**src/rtl/cpu_pkg.sv**
```systemverilog
// Shared CPU definitions: instruction opcodes, ALU operation codes and the
// control sequencer state encoding.
package cpu_pkg;

    localparam logic [4:0] OP_LD   = 5'b00000;
    localparam logic [4:0] OP_LDI  = 5'b00001;
    localparam logic [4:0] OP_ST   = 5'b00010;
    localparam logic [4:0] OP_ADD  = 5'b00011;
    localparam logic [4:0] OP_SUB  = 5'b00100;
    localparam logic [4:0] OP_AND  = 5'b00101;
    localparam logic [4:0] OP_OR   = 5'b00110;
    localparam logic [4:0] OP_ROR  = 5'b00111;
    localparam logic [4:0] OP_ROL  = 5'b01000;
    localparam logic [4:0] OP_SHR  = 5'b01001;
    localparam logic [4:0] OP_SHRA = 5'b01010;
    localparam logic [4:0] OP_SHL  = 5'b01011;
    localparam logic [4:0] OP_ADDI = 5'b01100;
    localparam logic [4:0] OP_ANDI = 5'b01101;
    localparam logic [4:0] OP_ORI  = 5'b01110;
    localparam logic [4:0] OP_DIV  = 5'b01111;
    localparam logic [4:0] OP_MUL  = 5'b10000;
    localparam logic [4:0] OP_NEG  = 5'b10001;
    localparam logic [4:0] OP_NOT  = 5'b10010;
    localparam logic [4:0] OP_BR   = 5'b10011;
    localparam logic [4:0] OP_JR   = 5'b10100;
    localparam logic [4:0] OP_JAL  = 5'b10101;
    localparam logic [4:0] OP_IN   = 5'b10110;
    localparam logic [4:0] OP_OUT  = 5'b10111;
    localparam logic [4:0] OP_MFHI = 5'b11000;
    localparam logic [4:0] OP_MFLO = 5'b11001;
    localparam logic [4:0] OP_NOP  = 5'b11010;
    localparam logic [4:0] OP_HALT = 5'b11011;

    // The ALU decodes the same 5-bit codes as the instruction opcodes.
    localparam logic [4:0] ALU_ADD  = OP_ADD;
    localparam logic [4:0] ALU_SUB  = OP_SUB;
    localparam logic [4:0] ALU_AND  = OP_AND;
    localparam logic [4:0] ALU_OR   = OP_OR;
    localparam logic [4:0] ALU_ROR  = OP_ROR;
    localparam logic [4:0] ALU_ROL  = OP_ROL;
    localparam logic [4:0] ALU_SHR  = OP_SHR;
    localparam logic [4:0] ALU_SHRA = OP_SHRA;
    localparam logic [4:0] ALU_SHL  = OP_SHL;
    localparam logic [4:0] ALU_DIV  = OP_DIV;
    localparam logic [4:0] ALU_MUL  = OP_MUL;
    localparam logic [4:0] ALU_NEG  = OP_NEG;
    localparam logic [4:0] ALU_NOT  = OP_NOT;

    typedef enum logic [3:0] {
        S_RESET = 4'd0,
        S_T0    = 4'd1,
        S_T1    = 4'd2,
        S_T2    = 4'd3,
        S_T3    = 4'd4,
        S_T4    = 4'd5,
        S_T5    = 4'd6,
        S_T6    = 4'd7,
        S_T7    = 4'd8,
        S_HALT  = 4'd9
    } state_t;

    // Final execute step of each instruction class; unknown opcodes run as nop.
    function automatic state_t last_step(input logic [4:0] op);
        state_t s;
        case (op)
            OP_ADD, OP_SUB, OP_AND, OP_OR, OP_ROR, OP_ROL, OP_SHR, OP_SHRA,
            OP_SHL, OP_ADDI, OP_ANDI, OP_ORI, OP_LDI: s = S_T5;
            OP_NEG, OP_NOT, OP_JAL:                   s = S_T4;
            OP_MUL, OP_DIV, OP_BR:                    s = S_T6;
            OP_LD, OP_ST:                             s = S_T7;
            default:                                  s = S_T3;
        endcase
        return s;
    endfunction

endpackage

```
**src/rtl/control_unit.sv**
```systemverilog
// Moore control sequencer: fetch in T0-T2, execute in T3-T7, one step per clock.
// Strobes decode combinationally from state and IR; no wait states or backpressure.
module control_unit
    import cpu_pkg::*;
(
    input  logic        clock,
    input  logic        reset,
    input  logic [31:0] IR,
    input  logic        CON_FF,
    input  logic        stop,
    output logic        PCout,
    output logic        MDRout,
    output logic        Zhighout,
    output logic        Zlowout,
    output logic        HIout,
    output logic        LOout,
    output logic        InPortout,
    output logic        Cout,
    output logic        PCin,
    output logic        IRin,
    output logic        MARin,
    output logic        MDRin,
    output logic        Yin,
    output logic        Zin,
    output logic        HIin,
    output logic        LOin,
    output logic        CONin,
    output logic        OutPortin,
    output logic        IncPC,
    output logic        Read,
    output logic        Write,
    output logic        Gra,
    output logic        Grb,
    output logic        Grc,
    output logic        Rin,
    output logic        Rout,
    output logic        BAout,
    output logic [4:0]  ALU_op,
    output logic        Clear,
    output logic        Run
);

    state_t     state;
    state_t     next_state;
    logic [4:0] op;
    logic       ir_unused;

    assign op = IR[31:27];
    // Register and immediate fields are decoded by the select-and-encode stage.
    assign ir_unused = ^IR[26:0];

    always_ff @(posedge clock) begin
        if (reset) begin
            state <= S_RESET;
        end else begin
            state <= next_state;
        end
    end

    always_comb begin
        next_state = state;
        if (state == S_RESET) begin
            next_state = S_T0;
        end else if (state == S_HALT) begin
            next_state = S_HALT;
        end else if (state == S_T3 && op == OP_HALT) begin
            next_state = S_HALT;
        end else if (state >= S_T3 && (state == last_step(op) || state == S_T7)) begin
            next_state = stop ? S_HALT : S_T0;
        end else begin
            next_state = state_t'(state + 4'd1);
        end
    end

    always_comb begin
        PCout = 1'b0; MDRout = 1'b0; Zhighout = 1'b0; Zlowout = 1'b0;
        HIout = 1'b0; LOout = 1'b0; InPortout = 1'b0; Cout = 1'b0;
        PCin = 1'b0; IRin = 1'b0; MARin = 1'b0; MDRin = 1'b0;
        Yin = 1'b0; Zin = 1'b0; HIin = 1'b0; LOin = 1'b0;
        CONin = 1'b0; OutPortin = 1'b0; IncPC = 1'b0; Read = 1'b0;
        Write = 1'b0; Gra = 1'b0; Grb = 1'b0; Grc = 1'b0;
        Rin = 1'b0; Rout = 1'b0; BAout = 1'b0; ALU_op = 5'b00000;
        Clear = 1'b0; Run = 1'b1;

        case (state)
            S_RESET: Clear = 1'b1;
            S_T0: begin PCout = 1'b1; MARin = 1'b1; IncPC = 1'b1; Zin = 1'b1; end
            S_T1: begin Zlowout = 1'b1; PCin = 1'b1; Read = 1'b1; MDRin = 1'b1; end
            S_T2: begin MDRout = 1'b1; IRin = 1'b1; end
            S_HALT: Run = 1'b0;
            default: begin
                case (op)
                    OP_ADD, OP_SUB, OP_AND, OP_OR, OP_ROR, OP_ROL, OP_SHR, OP_SHRA, OP_SHL: begin
                        case (state)
                            S_T3: begin Grb = 1'b1; Rout = 1'b1; Yin = 1'b1; end
                            S_T4: begin Grc = 1'b1; Rout = 1'b1; Zin = 1'b1; ALU_op = op; end
                            S_T5: begin Zlowout = 1'b1; Gra = 1'b1; Rin = 1'b1; end
                            default: ;
                        endcase
                    end
                    OP_ADDI, OP_ANDI, OP_ORI: begin
                        case (state)
                            S_T3: begin Grb = 1'b1; Rout = 1'b1; Yin = 1'b1; end
                            S_T4: begin
                                Cout = 1'b1;
                                Zin  = 1'b1;
                                ALU_op = (op == OP_ADDI) ? ALU_ADD :
                                         (op == OP_ANDI) ? ALU_AND : ALU_OR;
                            end
                            S_T5: begin Zlowout = 1'b1; Gra = 1'b1; Rin = 1'b1; end
                            default: ;
                        endcase
                    end
                    OP_NEG, OP_NOT: begin
                        case (state)
                            S_T3: begin Grb = 1'b1; Rout = 1'b1; Zin = 1'b1; ALU_op = op; end
                            S_T4: begin Zlowout = 1'b1; Gra = 1'b1; Rin = 1'b1; end
                            default: ;
                        endcase
                    end
                    OP_MUL, OP_DIV: begin
                        case (state)
                            S_T3: begin Gra = 1'b1; Rout = 1'b1; Yin = 1'b1; end
                            S_T4: begin Grb = 1'b1; Rout = 1'b1; Zin = 1'b1; ALU_op = op; end
                            S_T5: begin Zlowout = 1'b1; LOin = 1'b1; end
                            S_T6: begin Zhighout = 1'b1; HIin = 1'b1; end
                            default: ;
                        endcase
                    end
                    OP_LD, OP_LDI, OP_ST: begin
                        case (state)
                            S_T3: begin Grb = 1'b1; BAout = 1'b1; Yin = 1'b1; end
                            S_T4: begin Cout = 1'b1; Zin = 1'b1; ALU_op = ALU_ADD; end
                            S_T5: begin
                                Zlowout = 1'b1;
                                Gra   = (op == OP_LDI);
                                Rin   = (op == OP_LDI);
                                MARin = (op != OP_LDI);
                            end
                            S_T6: begin
                                MDRin = (op != OP_LDI);
                                Read  = (op == OP_LD);
                                Gra   = (op == OP_ST);
                                Rout  = (op == OP_ST);
                            end
                            S_T7: begin
                                MDRout = (op == OP_LD);
                                Gra    = (op == OP_LD);
                                Rin    = (op == OP_LD);
                                Write  = (op == OP_ST);
                            end
                            default: ;
                        endcase
                    end
                    OP_BR: begin
                        case (state)
                            S_T3: begin Gra = 1'b1; Rout = 1'b1; CONin = 1'b1; end
                            S_T4: begin PCout = 1'b1; Yin = 1'b1; end
                            S_T5: begin Cout = 1'b1; Zin = 1'b1; ALU_op = ALU_ADD; end
                            // Target is always formed; only a taken branch loads it.
                            S_T6: begin Zlowout = 1'b1; PCin = CON_FF; end
                            default: ;
                        endcase
                    end
                    OP_JR: if (state == S_T3) begin Gra = 1'b1; Rout = 1'b1; PCin = 1'b1; end
                    OP_JAL: begin
                        case (state)
                            S_T3: begin PCout = 1'b1; Grb = 1'b1; Rin = 1'b1; end
                            S_T4: begin Gra = 1'b1; Rout = 1'b1; PCin = 1'b1; end
                            default: ;
                        endcase
                    end
                    OP_IN:   if (state == S_T3) begin InPortout = 1'b1; Gra = 1'b1; Rin = 1'b1; end
                    OP_OUT:  if (state == S_T3) begin Gra = 1'b1; Rout = 1'b1; OutPortin = 1'b1; end
                    OP_MFHI: if (state == S_T3) begin HIout = 1'b1; Gra = 1'b1; Rin = 1'b1; end
                    OP_MFLO: if (state == S_T3) begin LOout = 1'b1; Gra = 1'b1; Rin = 1'b1; end
                    default: ;
                endcase
            end
        endcase
    end

endmodule

```
**config.mk**
```make
export PLATFORM = sky130hd
export DESIGN_NAME = control_unit
export DESIGN_NICKNAME = d
export VERILOG_FILES = /design/src/rtl/cpu_pkg.sv /design/src/rtl/control_unit.sv
export SDC_FILE = /design/constraint.sdc
export NUM_CORES = 1
export LEC_CHECK = 0
export ABC_AREA = 1
export BUFFER_PORTS_ARGS = -buffer_cell sky130_fd_sc_hd__buf_4
export CORE_ASPECT_RATIO = 0.6
export CORE_MARGIN = 3
export CORE_UTILIZATION = 30
export DETAILED_ROUTE_END_ITERATION = 8
export MAX_ROUTING_LAYER = met4
export PLACE_DENSITY_LB_ADDON = 0.3
export SYNTH_ARGS = -nofsm -noshare
export SYNTH_HDL_FRONTEND = slang
export SYNTH_SLANG_ARGS = --single-unit
```
**constraint.sdc**
```tcl
create_clock -name clock -period 3.4 [get_ports clock]
set_input_delay 0.68 -clock clock [delete_from_list [all_inputs] [get_ports clock]]
set_output_delay 0.68 -clock clock [all_outputs]
set_load 0.01 [all_outputs]
```
# Yosys cells after proc, flatten, opt, wreduce, memory -nomap -nowiden
# Memory sizes are Yosys's and may differ from the RTL's.
# Cells that the tools add are included.
# totals
mem_count	1
ff_bits	4
rom_bits	128
# op_classes
n_lt_le_gt_ge	1
addsub	1
mux	83
n_eq_ne	37
n_reduce_logical	26
# memory_table
name	depth	word_bits	read_ports	rd_clocked_by_memory_dff	wr	line	source
(name not given)	32	4	1	0	0	cpu_pkg.sv:65	case (op)
# op_table
cell	count
5-bit == test (second input constant)	11
1-bit 2-to-1 mux	47
5-bit by 4-bit == test with 1-bit output (second input constant)	8
4-bit 2-to-1 mux	7
1-bit one-hot mux with 2 select lines	13
5-bit one-hot mux with 5 select lines	1
5-bit by 3-bit == test with 1-bit output (second input constant)	4
4-bit OR reduction	5
18-bit OR reduction	1
17-bit OR reduction	1
4-bit by 3-bit == test with 1-bit output (second input constant)	4
8-bit OR reduction	2
5-bit 2-to-1 mux	3
1-bit one-hot mux with 3 select lines	4
1-bit one-hot mux with 4 select lines	3
12-bit OR reduction	1
11-bit OR reduction	1
5-bit by 2-bit == test with 1-bit output (second input constant)	2
3-bit OR reduction	3
9-bit OR reduction	1
4-bit by 2-bit == test with 1-bit output (second input constant)	2
4-bit == test (second input constant)	2
2-bit OR reduction	4
2-bit 2-to-1 mux	3
13 further kinds	15

# Longest topological paths before layout
# logic_depth
word_depth	12
ltp_mapped	13

# Least setup slack after synthesis
# OpenSTA, ideal clock, no wires.
# synth_path
kind	in2out
startpoint	in IR[27]
endpoint	out Rout
cell_stages	11
n_path_buf	0
setup_slack_ns	0.837
t_required_ns	2.720
arrival_time_ns	1.883
path_cell_list	inv_1 ha_1 nor2_1 nand3b_1 nand2_1 nor3_1 nand2_1 inv_1 nand2_2 o21ai_0 nand3_1
# synth_via
elab_chain_len	4
elab_cells_between_ends	29
cone_classes	eq/ne (22); mux (3); reduce/logical (4)
# synth_lines
item	line	source
start, declared	control_unit.sv:8	input logic [31:0] IR,
5-bit == test (tied with other cells)	control_unit.sv:92	case (op)
11-bit OR reduction (no line) (tied with other cells)	--	
1-bit one-hot mux with 4 select lines *	control_unit.sv:92	
1-bit 2-to-1 mux *	control_unit.sv:85	case (state)
end, declared	control_unit.sv:36	output logic Rout,
# Every way passes the cells marked *; elsewhere a longest branch is shown, timed or not.

# Final worst setup path
# Same ends and word-level chain as after synthesis.

==> results.cfg <==
[cts]
postCtsSetupBuffers = 0
clock_latency_ns = 0.23
cts_made_buffers = 3
postCtsResizedCells = 0
htree_levels = 1
max-clock-path-buffers = 2
cts_tree = yes
holdBufCountCts = 0
clk_pin_slew_ns = 0.03
clock_sinks = 4
root_buffer = clkbuf_8

[floorplan]
die-area_mm2 = 0.00475
core_area_mm2 = 0.00350
initial_core_util_pct = 33.7
num_io_pins = 70
dieWidth_um = 87.0
floorplan.rows = 16
die_h_um = 54.6

[worst_setup_path]
worst-path-max-fanout = 6
cp-start-kind = input port
r2r_setup_slack_ns = 1.58
reg2reg_from = state[0]
crit_family = buffers and inverters
arrival_ns = 2.50
regToRegEndpoint = state[0]
crit_chain = buf_4, inv_1, ha_1, inv_1, a21oi_1, nand2_1, nand2_1, nor3_2, nand2_1, inv_1, nand2_2, o21ai_0, nand3_1, buf_4
ff2ff_path_depth = 9
cp-end-kind = output port
path_buf_inv = 5
critical_path_required_ns = 2.72
crit_type = input port to output port
critPathLaunch = IR[27]
critPathMaxStageDelay_ns = 0.32
crit_slowest_cell = a21oi_1

[global_route]
antenna_found_initial = 0
grt_pass1_wl_um = 6960
grtUsageMet3_pct = 5.41
gr-usage-met2_pct = 24.3
grt_pass1_vias = 1403
grt_max_degree = 18
grt.busiest_layer = met1
grt.overflow.total = 0
grtUsageTotal_pct = 19.4
grtUsageMet1_pct = 29.9

[timing]
slew_headroom_pct = 69.9
grt_setup_unrepaired = no
tightest_slew_ns = 0.447
slew_viol_final = 0
finalCritPeriodShare_pct = 93.4
setup_tns_ns = 0
period_needed_ns = 3.18
hold_violations = 0
skew_ns = 0.000874
timing.fmax_mhz = 315
setup_violations = 0

[placement]
place.gp.congestion = 0.942
dp.cells = 321
dp_hpwl_um = 3630
port_buffers = 42
dpl_cell_area_mm2 = 0.00154

[layout]
fin_util_pct = 45.2
final_nets = 325
largest-register = state
final_common_cell = nand2_1
n_fill_cell = 416
seq_area_um2 = 80.1
antenna_cells = 0
area_delta_synth_final_pct = 34.3
multi_input_area_um2 = 915
reg_top3 = state x4
largest_register_ffs = 4
fin_cells = 324
drive_gt1_share_pct = 19.0
design_area_mm2 = 0.00158
final_cell_mix = nand2_1 (66), buf_4 (45), inv_1 (41), nor2_1 (31), nand3_1 (31)

[synth]
yosys.area_share.adder_pct = 8.48
ys_types = 26
muxShareOfSynthArea_pct = 0
yosys-top-cells-area = nand2_1 (21%), nand3_1 (13%), inv_1 (13%)
ys_seq_area_share_pct = 6.79
netlist_area_mm2 = 0.00118
syn_inst = 237
synth-compound-area-share_pct = 12.8
yosysTopAreaCell = nand2_1
ys_seq_elements = 4
synthXorXnorAreaFrac_pct = 1.48
synthesis.nets = 281
synthSimpleGateAreaFrac_pct = 54.3
syn_area_per_cell_um2 = 4.98
synth_top_family_by_area = simple AND/OR/NAND/NOR gates
synth_top_cell_area_share_pct = 21.0
yosys_warnings = 0

[detailed_routing]
wl_um = 4440
vias_per_cell = 5.22
wl_per_cell_um = 13.7
ant_nets = 0
drc = 0
firstDrtPassIters = 5
drtIter0Drc = 197
dr_total_vias = 1690

[min_path]
hold_depth = 3
hold_class = flip-flop to flip-flop
whs_endpoint = state[0]
min-delay-start = state[0]

[pwr]
p_leak_nw = 0.905
pwr_density_cell_mw_per_mm2 = 188
power_uw = 299
ir_drop_v = 0.000155

[job]
cap_violations = 0

[outcome]
outcome = finished clean
## worst max path at each step
stage	depth (start not counted)	slack, ns	to
floorplan	11	0.84	Rout
global placement	14	0.27	Rout
detailed placement	14	0.25	Rout
CTS	14	0.24	Rout
global route	14	0.05	Rout
finish	14	0.22	Rout
## cells in the mapped netlist
| master | count |
|---|---|
| nand2_1 | 66 |
| inv_1 | 41 |
| nand3_1 | 31 |
| nor2_1 | 31 |
| a21oi_1 | 12 |
| nor3_1 | 10 |
| o21ai_0 | 9 |
| ha_1 | 8 |
| dfxtp_1 | 4 |
| nand4_1 | 4 |
| buf_4 | 3 |
| buf_2 | 2 |
| nor4_1 | 2 |
| o31ai_1 | 2 |
| a31oi_1 | 1 |
| a41oi_1 | 1 |
| clkbuf_1 | 1 |
| nand2_2 | 1 |
| nand3b_1 | 1 |
| nor2_2 | 1 |
| nor3b_1 | 1 |
| o211ai_1 | 1 |
| o21ai_2 | 1 |
| or2_2 | 1 |
| xnor2_1 | 1 |
| xor2_1 | 1 |
## metrics by stage
step / worst slack [ns] / hold slack, ns
3_3_place_gp: 0.273 / 0.592
3_5_place_dp: 0.250 / 0.602
2_1_floorplan: 0.837 / 0.547
5_1_grt: 0.0481 / 0.662
6_report: 0.223 / 0.618
4_1_cts: 0.245 / 0.612
## tightest hold or removal path, delay by kind of cell (launching register included)
family / cells / cell delay [ns]
DFF: 1 / 0.35
buffers and inverters: 1 / 0.05
AOI/OAI and AO/OA: 1 / 0.09
and+or+nand+nor: 1 / 0.09
## final cells by class
| cell class | count | area share [%] |
|---|---|---|
| Clock buffer | 3 | 2.61 |
| Multi-Input combinational cell | 186 | 57.7 |
| Timing Repair Buffer | 45 | 21.3 |
| Sequential cell | 4 | 5.06 |
| Tap cell | 45 | 3.55 |
| Inverter | 41 | 9.72 |
## cell families after synthesis
group / Yosys count
XOR/XNOR: 2
AO/OA/AOI/OAI: 27
adder cells (fa/ha/maj): 8
buffers and inverters: 47
AND/OR/NAND/NOR: 149
flip-flops: 4
## power by group
part / internal (mW) / switching [mW]
clock network: 0.0761 / 0.0319
registers: 0.0497 / 0.00353
logic: 0.0494 / 0.0880
total: 0.175 / 0.123
## metal layers
metal  up-vias  routed length (um)
met1       740                2230
met2        94                1620
met4         0                  26
met3         4                 569
met5         -                   0
li1        852                   -
No activity file was read; power rests on OpenSTA's default activity.
